$ cat config.mk
export PLATFORM = sky130hd
export DESIGN_NAME = instr_encoder
export DESIGN_NICKNAME = d
export VERILOG_FILES = /design/src/rtl/instr_encoder.sv
export SDC_FILE = /design/constraint.sdc
export NUM_CORES = 1
export LEC_CHECK = 0
export CAP_MARGIN = 0
export CORE_ASPECT_RATIO = 0.8
export CORE_MARGIN = 2
export CORE_UTILIZATION = 50
export CTS_CLUSTER_DIAMETER = 100
export CTS_CLUSTER_SIZE = 12
export DETAILED_ROUTE_END_ITERATION = 10
export GPL_TIMING_DRIVEN = 0
export PLACE_DENSITY = 0.85
export SYNTH_ARGS = -nofsm -noshare
export SYNTH_HDL_FRONTEND = slang
export SYNTH_SLANG_ARGS = --single-unit
$ cat constraint.sdc
create_clock -name clk -period 3.9 [get_ports clk]
set_input_delay 0.78 -clock clk [delete_from_list [all_inputs] [get_ports clk]]
set_output_delay 0.78 -clock clk [all_outputs]
set_load 0.03 [all_outputs]
$ cat src/rtl/instr_encoder.sv
// instr_encoder: packs mnemonic/register/immediate fields into 16-bit ISA words
// and streams them into instruction memory, one word per cycle.
// Optional macro ENCODER_NOP_PAD_EN: pads the program end with WAIT words up to
// a PAD_ALIGN boundary.
module instr_encoder #(
  parameter int ADDR_W    = 8,
  parameter int PAD_ALIGN = 4
) (
  input  logic              clk,
  input  logic              reset,
  input  logic              start,
  input  logic [ADDR_W-1:0] base_addr,
  input  logic              in_valid,
  output logic              in_ready,
  input  logic [4:0]        in_mnemonic,
  input  logic [3:0]        in_rdest,
  input  logic [3:0]        in_rsrc,
  input  logic [15:0]       in_imm,
  input  logic              in_last,
  output logic              mem_we,
  output logic [ADDR_W-1:0] mem_addr,
  output logic [15:0]       mem_wdata,
  output logic              busy,
  output logic              done,
  output logic [1:0]        err_code,
  output logic [ADDR_W:0]   word_count
);

  typedef enum logic [1:0] {IDLE, RUN, ERR, PAD} state_t;

  if ((PAD_ALIGN & (PAD_ALIGN - 1)) != 0) begin : g_bad_align
    $error("PAD_ALIGN must be a power of 2");
  end

  state_t            state, state_nxt;
  logic [ADDR_W-1:0] addr;
  logic              exhausted;   // top address already written; no wrap allowed
  logic [15:0]       word;
  logic              bad_mn, bad_imm;
  logic [3:0]        op;
  logic              accept, top;
  logic [ADDR_W-1:0] nxt_addr;

  assign op       = in_mnemonic[3:0];
  assign accept   = in_valid && in_ready;
  assign top      = (addr == {ADDR_W{1'b1}});
  assign nxt_addr = addr + 1'b1;

`ifdef ENCODER_NOP_PAD_EN
  localparam logic [ADDR_W-1:0] PAD_MASK = ADDR_W'(PAD_ALIGN - 1);
  logic need_pad;
  // more padding needed only if there is room and the next address is unaligned
  assign need_pad = !top && ((nxt_addr & PAD_MASK) != '0);
`endif

  // Field encoding and legality check; R-type ext equals the mnemonic,
  // I-type op is the low nibble of the mnemonic (16+k -> k).
  always_comb begin
    word    = '0;
    bad_mn  = 1'b0;
    bad_imm = 1'b0;
    if (!in_mnemonic[4]) begin
      word = {4'b0000, in_rdest, op, in_rsrc};
    end else if (op < 4'd5) begin
      bad_mn = 1'b1;
    end else begin
      case (op)
        4'd6, 4'd13: begin                // ADDUI, MOVI: unsigned 0..255
          bad_imm = (in_imm[15:8] != '0);
          word    = {op, in_rdest, in_imm[7:0]};
        end
        4'd8, 4'd12, 4'd15: begin         // shifts: 0..15
          bad_imm = (in_imm[15:4] != '0);
          word    = {op, in_rdest, 4'b0000, in_imm[3:0]};
        end
        default: begin                    // signed -128..127: bits 15:7 all equal
          bad_imm = !((&in_imm[15:7]) || !(|in_imm[15:7]));
          word    = {op, in_rdest, in_imm[7:0]};
        end
      endcase
    end
  end

  // State register
  always_ff @(posedge clk or posedge reset) begin
    if (reset) state <= IDLE;
    else       state <= state_nxt;
  end

  // Next-state logic
  always_comb begin
    state_nxt = state;
    case (state)
      IDLE: if (start) state_nxt = RUN;
      RUN: begin
        if (accept) begin
          if (bad_mn || bad_imm || exhausted) state_nxt = ERR;
`ifdef ENCODER_NOP_PAD_EN
          else if (in_last) state_nxt = need_pad ? PAD : IDLE;
`else
          else if (in_last) state_nxt = IDLE;
`endif
        end
      end
      ERR: state_nxt = IDLE;
`ifdef ENCODER_NOP_PAD_EN
      PAD: if (!need_pad) state_nxt = IDLE;
`endif
      default: state_nxt = IDLE;
    endcase
  end

  // State-decoded outputs
  always_comb begin
    in_ready = (state == RUN);
    busy     = (state != IDLE);
  end

  // Datapath: address/count tracking, registered write port, done and error
  always_ff @(posedge clk or posedge reset) begin
    if (reset) begin
      addr       <= '0;
      exhausted  <= 1'b0;
      mem_we     <= 1'b0;
      mem_addr   <= '0;
      mem_wdata  <= '0;
      done       <= 1'b0;
      err_code   <= 2'd0;
      word_count <= '0;
    end else begin
      mem_we <= 1'b0;
      done   <= 1'b0;
      case (state)
        IDLE: if (start) begin
          addr       <= base_addr;
          exhausted  <= 1'b0;
          err_code   <= 2'd0;
          word_count <= '0;
        end
        RUN: if (accept) begin
          if (bad_mn)         err_code <= 2'd1;
          else if (bad_imm)   err_code <= 2'd2;
          else if (exhausted) err_code <= 2'd3;
          else begin
            mem_we     <= 1'b1;
            mem_addr   <= addr;
            mem_wdata  <= word;
            word_count <= word_count + 1'b1;
            if (top) exhausted <= 1'b1;
            else     addr      <= nxt_addr;
`ifdef ENCODER_NOP_PAD_EN
            if (in_last) done <= !need_pad;
`else
            if (in_last) done <= 1'b1;
`endif
          end
        end
        ERR: done <= 1'b1;
`ifdef ENCODER_NOP_PAD_EN
        PAD: begin
          mem_we     <= 1'b1;
          mem_addr   <= addr;
          mem_wdata  <= 16'h0000;
          word_count <= word_count + 1'b1;
          if (top) exhausted <= 1'b1;
          else     addr      <= nxt_addr;
          done <= !need_pad;
        end
`endif
        default: ;
      endcase
    end
  end

endmodule

* Word-level counts from Yosys, hierarchy flattened *
Index checks and enable logic that the tools add are counted.

storage, ports and cells
  output and inout bits = 39
  logic and storage cells = 102
  register bits = 48

operators by class
  multiplexer cells = 50
  add/sub/neg operators = 2
  bitwise logic cells = 3
  reduce and logical (&&, ||, !) cells = 21
  equal/unequal tests = 16
  magnitude comparators = 1

operators with widths
  cell                 number
  $mux 8               7
  $mux 9               5
  $mux 16              2
  $mux 1               20
  $mux 2               9
  $pmux 9 s2           1
  $eq 4x4->1 const B   4
  $pmux 8 s2           1
  $reduce_bool 12->1   1
  $ne 2x2->1 const B   5
  $reduce_and 5->1     2
  $add 9x1->9 const B  1
  $reduce_and 9->1     1
  $reduce_or 9->1      1
  $add 8x1->8 const B  1
  $eq 8x8->1 const B   1
  $pmux 2 s2           2
  $reduce_bool 8->1    1
  $reduce_and 7->1     1
  $pmux 1 s2           3
  $reduce_and 6->1     1
  $eq 4x3->1 const B   1
  $lt 4x3->1 const B   1
  $ne 4x1->1 const B   1
  14 further kinds     20

* Logic depth before layout (Yosys ltp) *
Gate-level depths: netlist of the first run.

  depth after elaboration = 12
  gate-level depth with buffers = 11
  gate-level depth less buffers = 8

* Worst setup path before layout of the first run *
Ideal clock, no wire load.

  path type = input port to flip-flop
  start point = input port in_mnemonic[0]
  end point = register mem_addr[0]
  stages on the path = 10
  library setup time = 0.125 ns
  path slack = 1.194 ns
  arrival = 2.581 ns
  buffers on the path = 5
  cell sequence = buf_4 -> or2_1 -> buf_4 -> nor2_1 -> o221a_1 -> buf_6 -> or4_4 -> buf_6 -> buf_6 -> mux2_4

between the ends
  word-level cells in the longest chain between the ends = 7

ends and longest elaborated chain
  item                                                       RTL line  source
  from (decl)                                                15        input logic [4:0] in_mnemonic,
  $eq 4x4->1 / $eq 4x3->1 (equally long branches)            67        case (op)
  $reduce_or 3->1 / $reduce_or 2->1 (equally long branches)  67
  $pmux 1 s2                                                 67
  $mux 1                                                     64        end else if (op < 4'd5) begin
  $mux 1                                                     62        if (!in_mnemonic[4]) begin
  $not 1->1 (no line)                                        n/a
  $reduce_and 5->1 (no line) (*)                             n/a
  to (signal assigned)                                       146       mem_addr <= addr;
  to (decl)                                                  21        output logic [ADDR_W-1:0] mem_addr,

Mark *: on every way between the ends. The rest lies on a longest branch, timed or not.
A chain may end at the register's enable or synchronous reset.

* Worst setup path after layout of the first run *
  start point = input port in_imm[7]
  end point = register addr[5]

between the ends
  word-level cells in the longest chain between the ends = 9

ends and longest elaborated chain
  item                            RTL line  source
  from (decl)                     18        input logic [15:0] in_imm,
  $reduce_or 9->1                 77        bad_imm = !((&in_imm[15:7]) || !(|in_imm[15:7]));
  $logic_not 1->1                 77
  $logic_or 1x1->1                77
  $logic_not 1->1                 77
  $pmux 1 s2 (*)                  67
  $mux 1 (*)                      64
  $mux 1 (*)                      62
  $ne 2x2->1 (no line) (*)        n/a
  $reduce_and 7->1 (no line) (*)  n/a
  to (signal assigned)            135       addr <= base_addr;
  to (signal assigned)            150       else addr <= nxt_addr;
  to (decl)                       36        logic [ADDR_W-1:0] addr;

Marks and branches as above.

==> summary.md, run 1 <==
| Metric | Value |
|---|---|
| Synth Register Bits | `48` |
| Synthesized area | `0.00261 mm²` |
| Crit path DAT | `3.45 ns` |
| Final HPWL from detailed placement | `4.95 mm` |
| Final Non-Filler Cells | `426` |
| YS warnings | `0` |
| Fin Clk Skew | `0.00797 ns` |
| Area of the multi-input gates | `0.00128 mm²` |
| Slew @ Worst Pin | `0.878 ns` |
| Clock Tree Buf Depth | `2` |
| Maxcap violations | `0` |
| DR WL/cell | `15.6 µm` |
| RSZ-0062 raised after global routing | `false` |
| Status | `finished, final reports clean` |
| Tot Pwr | `2.71 mW` |
| Later-pin clock latency in the skew report | `0.30 ns` |
| Global-route wire length before repair | `11.2 mm` |
| Worst path cell trace | `clkdlybuf4s50_1 -> o41ai_2 -> a21oi_1 -> o221a_1 -> buf_6 -> o31ai_2 -> and2_0 -> clkbuf_1 -> a21oi_1` |
| First-pass iteration count of the detailed router | `5` |
| Area contributors post-synth | `dfrtp_1 (46%), a21oi_1 (5.4%), o21ai_0 (4.4%)` |
| FFs w/ async S/R, synth | `100%` |
| Post-Syn Area per Cell | `9.46 µm²` |
| Die ar. | `0.00582 mm²` |
| Reg power frac | `31.6%` |
| Power per Cell Area | `747 mW/mm²` |
| Clock Power Share | `14.0%` |
| Ant diodes | `0` |
| Setup TNS | `0 ns` |
| Largest net degree at the start of global routing | `40` |
| TritonCTS Buffers | `5` |
| Initial core utilization | `52.1%` |
| Worst path most repeated cell | `a21oi_1` |
| Int Pwr | `1.51 mW` |
| Final Setup Violations | `0` |
| Tot GR Track Use | `24.0%` |
| Post-CTS sizing | `0` |
| Total core area | `0.00501 mm²` |
| Clk slew on worst S/H paths | `0.09 ns` |
| Sw frac | `44.1%` |
| Hold_ws | `0.484 ns` |
| Vias | `2497` |
| Port buffer count | `79` |
| Routed vias/inst | `5.86` |
| Cell accounting for the most synthesized area | `dfrtp_1` |
| Fin crit period | `3.28 ns` |
| DRC viols | `0` |
| R2R Path End | `state[0]` |
| Crit path largest cell delay | `0.67 ns` |
| Routed Wire Length | `6.65 mm` |
| Startpoint Class | `primary input` |
| Required time of the critical path | `4.07 ns` |
| Clock Sinks | `48` |
| Maximum fanout along the worst path | `10` |
| Crit path capture type | `register` |
| Congestion Overflow GR | `0` |
| Logic pwr share | `54.4%` |
| CTS root buf | `clkbuf_8` |
| CP top delay family | `compound AO/OA/AOI/OAI gates` |
| Sequential fraction of the synthesis area | `46.0%` |
| Routed Antenna Nets | `0` |
| VDD IR max | `0.528 mV` |
| CTS tree | `yes` |
| RD Place Congestion | `0.823` |
| Syn nets | `324` |
| Reg2reg path depth | `7` |
| DR iter-0 viols | `169` |
| Antenna violations before repair | `0` |
| Final Max Slew Viols | `0` |
| Vias in the first global route | `2470` |
| Share of the synthesized area in the top cell type | `46.0%` |
| EDFF count, synth | `0` |
| Reg2reg setup slack | `0.98 ns` |
| Synth-to-Final Area Change | `38.7%` |
| Final nets | `411` |
| Setup Crit Path Kind | `in -> reg` |
| # IOs | `81` |
| Filler Cell Count | `372` |
| Post-synthesis cell count | `276` |
| Hold_buf cts | `0` |
| Die Span X | `84.8 µm` |
| Hold path depth | `2` |
| Hold_sp | `mem_wdata[1]` |
| Post-synth cell types | `51` |
| Layout cells sized above 1 | `9.34%` |
| Reg-to-Reg Start | `state[1]` |
| Max Clock Freq | `305 MHz` |
| Final hold vios | `0` |
| Headroom to the max-slew limit | `41.0%` |
| Worst Path Buf+Inv | `3` |
| Hold endpoint | `mem_wdata[1]` |
| H-tree Lvls | `2` |
| Final period utilization | `84.2%` |
| Worst hold path type | `reg -> reg` |
| Die H | `68.6 µm` |
| Rows | `23` |
| Post-CTS Setup Inserts | `0` |
| Register Area | `0.00120 mm²` |
| Slowest CP cell | `o31ai_2` |
| NetSw | `1.19 mW` |
| Leak | `1.54 nW` |
| Most used DFF post-synth | `dfrtp_1` |
| Cells after DPL | `418` |
==> cell usage in the layout, fill, tap and decap left out, types with 5 or more instances in the layout <==
cell type        count
ha_1                 6
nand2_1             27
a31oi_1              7
a21oi_1             28
clkbuf_1            10
nor2b_1              9
inv_1                7
nor2_1              13
clkdlybuf4s50_1     79
mux2_2               8
dfrtp_1             48
o21ai_0             23
nand4_1              6
nand3_1             11
or3_1                6
clkbuf_8             6
nand2b_1             5
==> through the flow <==
step	setup slack (ns)	instance area [µm²]	utilization (%)
detailed placement	0.394	3500	69.9
global route	0.491	3620	72.3
floorplan	1.19	2610	-
global placement	0.416	3480	69.5
CTS	0.684	3620	72.3
finish	0.618	3620	72.3
==> flip-flops by register name, indices dropped and copies added, names as in the netlist, 2 cells and up <==
signal      count
mem_wdata      16
word_count      9
err_code        2
addr            8
mem_addr        8
state           2
==> how the worst max path moves through the flow <==
stage / start / to / slack, ns / cells after the start
final: in_imm[7] / addr[5] / 0.62 / 9
after global routing: in_mnemonic[2] / addr[5] / 0.49 / 8
after CTS: in_imm[7] / addr[5] / 0.68 / 9
after detailed placement: in_imm[7] / addr[3] / 0.39 / 9
after global placement: in_imm[7] / addr[7] / 0.42 / 9
after floorplan: in_mnemonic[0] / mem_addr[0] / 1.19 / 10
==> cell usage after synthesis, types with 5 or more instances <==
library cell,n
nor2b_1,9
ha_1,6
nand4_1,6
nand3_1,11
a31oi_1,7
o21ai_0,23
nor2_1,13
nand2_1,27
inv_1,8
mux2_2,8
or3_1,6
nand2b_1,5
a21oi_1,28
clkbuf_1,10
dfrtp_1,48
==> cells by family after synthesis <==
group / count (synthesis) / synth area share, %
mux: 14 / 6.52
flops: 48 / 46.0
compound gates: 85 / 20.7
fa+ha+maj: 6 / 2.87
buf+inv: 26 / 4.93
simple gates: 97 / 19.0
==> power by group through the flow <==
stage	combinational, mW	clock (mW)	sequential (mW)
CTS	1.47	0.383	0.853
finish	1.47	0.378	0.855
detailed placement	1.45	0	0.859
floorplan	0.654	0	1.11
global placement	1.41	0	0.845
global route	1.59	0.401	0.882
==> layout make-up <==
class | instances | share of cell area [%]
inverters | 10 | 1.04
clock inverters | 2 | 1.07
plain buffers | 16 | 2.52
flip-flops and latches | 48 | 33.2
multi-input cells | 202 | 35.4
well taps | 62 | 2.14
clock buffers | 6 | 2.28
repair buffers | 80 | 22.4
==> worst min-delay path, stage by stage (launching register included) <==
cell and delay, ns:
dfrtp_1 0.35, nand2_1 0.04, o21ai_0 0.06
==> metal layers <==
layer  up-vias  wire length (µm)  global-route usage, %
met3        17               616                   5.60
li1       1180                 -                      -
met4         0               110                   6.35
met1      1175              2770                   30.9
met2       125              3160                   41.8
met5         -                 0                      0
Note: power is estimated with default switching activity, not from simulation.
==> run 2: changes to the inputs <==
CORE_UTILIZATION = 47   (was 50)
PLACE_DENSITY = 0.81   (was 0.85)
clock period = 3.15 ns   (was 3.9 ns; I/O delays follow)
==> summary.md, run 2 (synthesis gave the netlist of run 1 again) <==
| Metric | Value |
|---|---|
| RD Place Congestion | `0.854 (+3.8%)` |
| DR iter-0 viols | `118 (-30%)` |
| Antenna violations before repair | `0 (unchanged)` |
| DR WL/cell | `14.7 µm (-5.7%)` |
| Rows | `24 (+4.3%)` |
| CTS root buf | `clkbuf_8` |
| Post-CTS sizing | `0 (unchanged)` |
| Worst hold path type | `reg -> reg` |
| Global-route wire length before repair | `10.7 mm (-4.6%)` |
| Max Clock Freq | `344 MHz` |
| Startpoint Class | `primary input` |
| Total core area | `0.00541 mm² (+7.9%)` |
| Fin Clk Skew | `0.00557 ns (-0.00240 ns)` |
| Max reg flops | `16 (unchanged)` |
| Final period utilization | `92.3%` |
| Setup Crit Path Kind | `in -> reg` |
| Maximum fanout along the worst path | `10 (unchanged)` |
| Reg2reg path depth | `7 (unchanged)` |
| Vias | `2374 (-4.9%)` |
| Final Non-Filler Cells | `429 (+0.70%)` |
| Leak | `1.53 nW (-0.33%)` |
| Later-pin clock latency in the skew report | `0.30 ns (about the same)` |
| CP startpoint | `in_imm[7]` |
| Hold_ws | `0.484 ns (+0.000355 ns)` |
| Die Span X | `87.3 µm (+3.0%)` |
| Final nets | `411 (unchanged)` |
| Status | `finished, final reports clean` |
| Tot GR Track Use | `21.6% (-2.5 points)` |
| Post-CTS Setup Inserts | `0 (unchanged)` |
| Final Setup Violations | `0 (unchanged)` |
| Die H | `70.7 µm (+3.0%)` |
| Tot Pwr | `3.29 mW (+21%)` |
| Hold_buf cts | `0 (unchanged)` |
| Clk slew on worst S/H paths | `0.09 ns (about the same)` |
| Biggest regs | `mem_wdata (16), word_count (9)` |
| Final hold vios | `0 (unchanged)` |
| Port buffer count | `79 (unchanged)` |
| Slew @ Worst Pin | `0.768 ns (-0.109 ns)` |
| Most common cell after layout, fill and taps aside | `clkdlybuf4s50_1` |
| Final core utilization | `67.0% (-5.3 points)` |
| Routed vias/inst | `5.53 (-5.6%)` |
| Clock Tree Buf Depth | `2 (unchanged)` |
| Vias in the first global route | `2277 (-7.8%)` |
| TritonCTS Buffers | `5 (unchanged)` |
| Layout cells sized above 1 | `9.07% (-0.27 points)` |
| Largest net degree at the start of global routing | `36 (-10%)` |
| Cells after DPL | `421 (+0.72%)` |
| Reg2reg setup slack | `0.29 ns (-0.69 ns)` |
| Synth-to-Final Area Change | `38.6% (about the same)` |
| Headroom to the max-slew limit | `48.3% (+7.4 points)` |
| Largest Register | `mem_wdata` |
| Crit path DAT | `3.12 ns (-0.33 ns)` |
| # IOs | `81 (unchanged)` |
| Maxcap violations | `0 (unchanged)` |
| Congestion Overflow GR | `0 (unchanged)` |
| Final Max Slew Viols | `0 (unchanged)` |
| Ant diodes | `0 (unchanged)` |
| Die ar. | `0.00617 mm² (+6.0%)` |
| First-pass iteration count of the detailed router | `4 (-1)` |
| Routed Wire Length | `6.32 mm (-5.0%)` |
| Routed Antenna Nets | `0 (unchanged)` |
| Clock Sinks | `48 (unchanged)` |
| RSZ-0062 raised after global routing | `false` |
| Required time of the critical path | `3.36 ns (-0.71 ns)` |
| Fin crit period | `2.91 ns` |
| DRC viols | `0 (unchanged)` |
| Power per Cell Area | `908 mW/mm² (+21%)` |
| Reg-to-Reg Start | `state[1]` |
| CTS tree | `yes` |
| Most frequent cells in the layout | `clkdlybuf4s50_1 (79), dfrtp_1 (48), a21oi_1 (28), nand2_1 (27), o21ai_0 (23)` |
| Initial core utilization | `48.3% (-3.8 points)` |
| R2R Path End | `state[0]` |
| Worst setup endpoint | `mem_wdata[5]` |
| VDD IR max | `0.520 mV (-1.6%)` |
| H-tree Lvls | `2 (unchanged)` |
| Crit path capture type | `register` |
| Final HPWL from detailed placement | `4.64 mm (-6.3%)` |
-- run 2: cell types whose count changed in the layout (fill, tap and decap cells not counted) --
cell / delta
clkbuf_1: +1
clkbuf_8: -1
clkinv_2: +1
clkinv_4: -1
o31ai_2: -1
o31ai_4: +1
-- run 2: worst min-delay path by stage --
stage | from | end | slack (ns) | cells after the start
final | mem_wdata[6] | mem_wdata[6] | 0.48 | 2
after global routing | mem_addr[4] | mem_addr[4] | 0.51 | 2
after CTS | mem_wdata[15] | mem_wdata[15] | 0.49 | 2
after detailed placement | mem_wdata[7] | mem_wdata[7] | 0.47 | 1
after global placement | mem_addr[4] | mem_addr[4] | 0.46 | 2
after floorplan | exhausted | exhausted | 0.48 | 2
-- run 2: per-stage QoR --
stage | setup TNS (ns) | setup WS [ns] | area, µm²
floorplan | 0 | 0.594 | 2610
global placement | -1.59 | -0.178 | 3480
detailed placement | -1.79 | -0.216 | 3500
CTS | 0 | 0.103 | 3610
global route | 0 | 0.0206 | 3620
finish | 0 | 0.242 | 3620
-- run 2: report_power, final --
group	switching (mW)	internal (mW)
combinational	1.05	0.752
sequential	0.178	0.864
clock	0.207	0.236
total	1.43	1.85
-- run 2: per-layer routing --
layer  up-vias  global-route usage [%]  wire length [µm]
met1      1126                    31.1              3010
met5         -                       0                 0
li1       1176                       -                 -
met3         2                    3.85               334
met2        70                    34.3              2930
met4         0                    4.62                35
-- run 2: final cells by class --
| cell class | instances | area (µm²) |
|---|---|---|
| fill | 465 | 1790 |
| multi-input combinational | 202 | 1290 |
| sequential | 48 | 1200 |
| timing repair buffer | 80 | 811 |
| buffer | 16 | 91.3 |
| tap | 65 | 81.3 |
| clock buffer | 6 | 72.6 |
| inverter | 10 | 37.5 |
| clock inverter | 2 | 35.0 |
-- run 2: worst max-delay path, stage by stage --
cell and delay (ns):
clkdlybuf4s50_1 0.52, o41ai_2 0.39, a21oi_1 0.08, o221a_1 0.22, buf_6 0.14, or4_4 0.51, buf_6 0.15, clkbuf_1 0.23
o21ai_0 0.25
==> run 3: changes to the inputs <==
CORE_ASPECT_RATIO = 0.5   (was 0.8)
HOLD_SLACK_MARGIN = 0.12   (was unset)
SKIP_LAST_GASP = 1   (was unset)
==> summary.md, run 3 (synthesis gave the netlist of run 1 again) <==
| Metric | Value |
|---|---|
| Worst path cell trace | `clkdlybuf4s50_1 -> o41ai_2 -> a21oi_1 -> o221a_1 -> buf_6 -> o31ai_2 -> and2_0 -> clkbuf_1 -> a21oi_1` |
| Leak | `1.52 nW (-1.0%)` |
| Int Pwr | `1.76 mW (-4.7%)` |
| Levels on crit path | `9 (unchanged)` |
| Clock Tree Buf Depth | `2 (unchanged)` |
| Tot GR Track Use | `22.0% (+0.45 points)` |
| Max Clock Freq | `322 MHz (-6.5%)` |
| Hold_sp | `mem_addr[4]` |
| Initial core utilization | `48.2% (-0.13 points)` |
| CP startpoint | `in_imm[7]` |
| Fin Clk Skew | `0.00540 ns (-0.000173 ns)` |
| H-tree Lvls | `2 (unchanged)` |
| Maxcap violations | `0 (unchanged)` |
| DR WL/cell | `15.2 µm (+3.2%)` |
| Die H | `56.7 µm (-20%)` |
| Max reg flops | `16 (unchanged)` |
| Required time of the critical path | `3.32 ns (-0.04 ns)` |
| Reg2reg setup slack | `0.10 ns (-0.19 ns)` |
| TritonCTS Buffers | `5 (unchanged)` |
| Reg2reg path depth | `7 (unchanged)` |
| Cells after DPL | `429 (+1.9%)` |
| Final HPWL from detailed placement | `5.04 mm (+8.5%)` |
| Later-pin clock latency in the skew report | `0.30 ns (about the same)` |
| Maximum fanout along the worst path | `10 (unchanged)` |
| Hold_ws | `0.485 ns (+0.000529 ns)` |
| Final Non-Filler Cells | `436 (+1.6%)` |
| Clock Power Share | `10.8% (-2.7 points)` |
| Design area | `0.00359 mm² (-0.80%)` |
| Worst path most repeated cell | `a21oi_1` |
| CTS root buf | `clkbuf_8` |
| Hold_buf cts | `0 (unchanged)` |
| Reg-to-Reg Start | `state[1]` |
| Placed cell areas | `0.00351 mm² (+0.29%)` |
| Post-CTS Setup Inserts | `0 (unchanged)` |
| RD Place Congestion | `0.794 (-7.0%)` |
| Largest net degree at the start of global routing | `41 (+14%)` |
| Status | `finished, final reports clean` |
| Total core area | `0.00542 mm² (+0.28%)` |
| Most common cell after layout, fill and taps aside | `clkdlybuf4s50_1` |
| Slowest CP cell | `o31ai_2` |
| Logic pwr share | `56.3% (+1.5 points)` |
| DR iter-0 viols | `192 (+63%)` |
| R2R Path End | `state[0]` |
| Synth-to-Final Area Change | `37.5%` |
| Setup Crit Path Kind | `in -> reg` |
| Slew @ Worst Pin | `0.879 ns (+0.111 ns)` |
| CP top delay family | `compound AO/OA/AOI/OAI gates` |
| Congestion Overflow GR | `0 (unchanged)` |
| Global-route wire length before repair | `10.8 mm (+1.5%)` |
| # IOs | `81 (unchanged)` |
| Power per Cell Area | `896 mW/mm² (-1.3%)` |
| Port buffer count | `79 (unchanged)` |
| Final worst setup slack | `0.0416 ns (-0.201 ns)` |
| First-pass iteration count of the detailed router | `5 (+1)` |
| Startpoint Class | `primary input` |
| Clk slew on worst S/H paths | `0.09 ns (about the same)` |
| Routed vias/inst | `5.73 (+3.5%)` |
| Sw frac | `45.1% (+1.5 points)` |
| Final hold vios | `0 (unchanged)` |
| Place WS | `-0.231 ns (-0.0151 ns)` |
| Worst Path Buf+Inv | `3 (-1)` |
| Routed Wire Length | `6.63 mm (+4.9%)` |
| Largest Register | `mem_wdata` |
| DRC viols | `0 (unchanged)` |
| Tot Pwr | `3.22 mW (-2.1%)` |
| Crit path DAT | `3.28 ns (+0.16 ns)` |
| RSZ-0062 raised after global routing | `true` |
| Most frequent cells in the layout | `clkdlybuf4s50_1 (79), dfrtp_1 (48), a21oi_1 (28), nand2_1 (27), o21ai_0 (23)` |
| Rows | `19 (-21%)` |
| Routed Antenna Nets | `0 (unchanged)` |
| Final Setup Violations | `0 (unchanged)` |
| CTS tree | `yes` |
| Reg power frac | `32.9% (+1.2 points)` |
| Die Span X | `109 µm (+25%)` |
| Post-CTS sizing | `0 (unchanged)` |
| Clock Sinks | `48 (unchanged)` |
| VDD IR max | `0.439 mV (-16%)` |
| Die ar. | `0.00620 mm² (+0.52%)` |
| Final nets | `411 (unchanged)` |
| Worst hold path type | `reg -> reg` |
| Biggest regs | `mem_wdata (16), word_count (9)` |
| Crit path capture type | `register` |
| Crit path largest cell delay | `0.68 ns (+0.16 ns)` |
| Final period utilization | `98.7% (+6.4 points)` |
| Vias | `2498 (+5.2%)` |
| Antenna violations before repair | `0 (unchanged)` |
| Final Max Slew Viols | `0 (unchanged)` |
| Layout cells sized above 1 | `8.82% (-0.25 points)` |
| Ant diodes | `0 (unchanged)` |
| NetSw | `1.45 mW (+1.2%)` |
| Fin crit period | `3.11 ns (+0.201 ns)` |
| Headroom to the max-slew limit | `40.8% (-7.5 points)` |
| Worst setup endpoint | `addr[3]` |
| Vias in the first global route | `2388 (+4.9%)` |
## run 3: per-layer routing
layer  GRT usage (%)  share of wire, %  up-vias
met3            4.30               6.1        7
met5               0                 0        -
met1            28.5                44     1219
met2            38.7                49       97
li1                -                 -     1175
met4            4.16              0.80        0
## run 3: metrics by stage
step,setup TNS [ns],utilization [%]
after floorplan,0,-
after detailed placement,-1.92,64.8
after global placement,-1.49,64.5
after CTS,0,66.3
final,0,66.3
after global routing,-1.07,66.3
## run 3: power groups by stage
| stage | Clock (mW) | Sequential [mW] | Combinational, mW |
|---|---|---|---|
| floorplan | 0 | 1.37 | 0.809 |
| global placement | 0 | 1.05 | 1.75 |
| detailed placement | 0 | 1.07 | 1.80 |
| CTS | 0.354 | 1.05 | 1.81 |
| global route | 0.386 | 1.09 | 1.96 |
| finish | 0.348 | 1.06 | 1.81 |
## run 3: cell type report
cell class                 count  area, µm²
clock buffer                   6       72.6
inverter                      10       37.5
timing repair buffer          80        811
multi-input combinational    202       1280
tap                           73       91.3
buffer                        16       91.3
fill                         426       1830
sequential                    48       1200
clock inverter                 1       5.00
## run 3: how the worst min path moves through the flow
| stage | cells after the start | slack [ns] | end |
|---|---|---|---|
| floorplan | 2 | 0.48 | exhausted |
| global placement | 2 | 0.46 | mem_wdata[3] |
| detailed placement | 2 | 0.47 | mem_wdata[1] |
| CTS | 2 | 0.49 | mem_wdata[1] |
| global route | 2 | 0.52 | mem_wdata[5] |
| finish | 2 | 0.49 | mem_addr[4] |
## run 3: tightest hold or removal path, delay by kind of cell, from the launching register on
family | cells | cell delay (ns)
flip-flops | 1 | 0.35
AO/OA/AOI/OAI | 1 | 0.06
AND/OR/NAND/NOR | 1 | 0.04
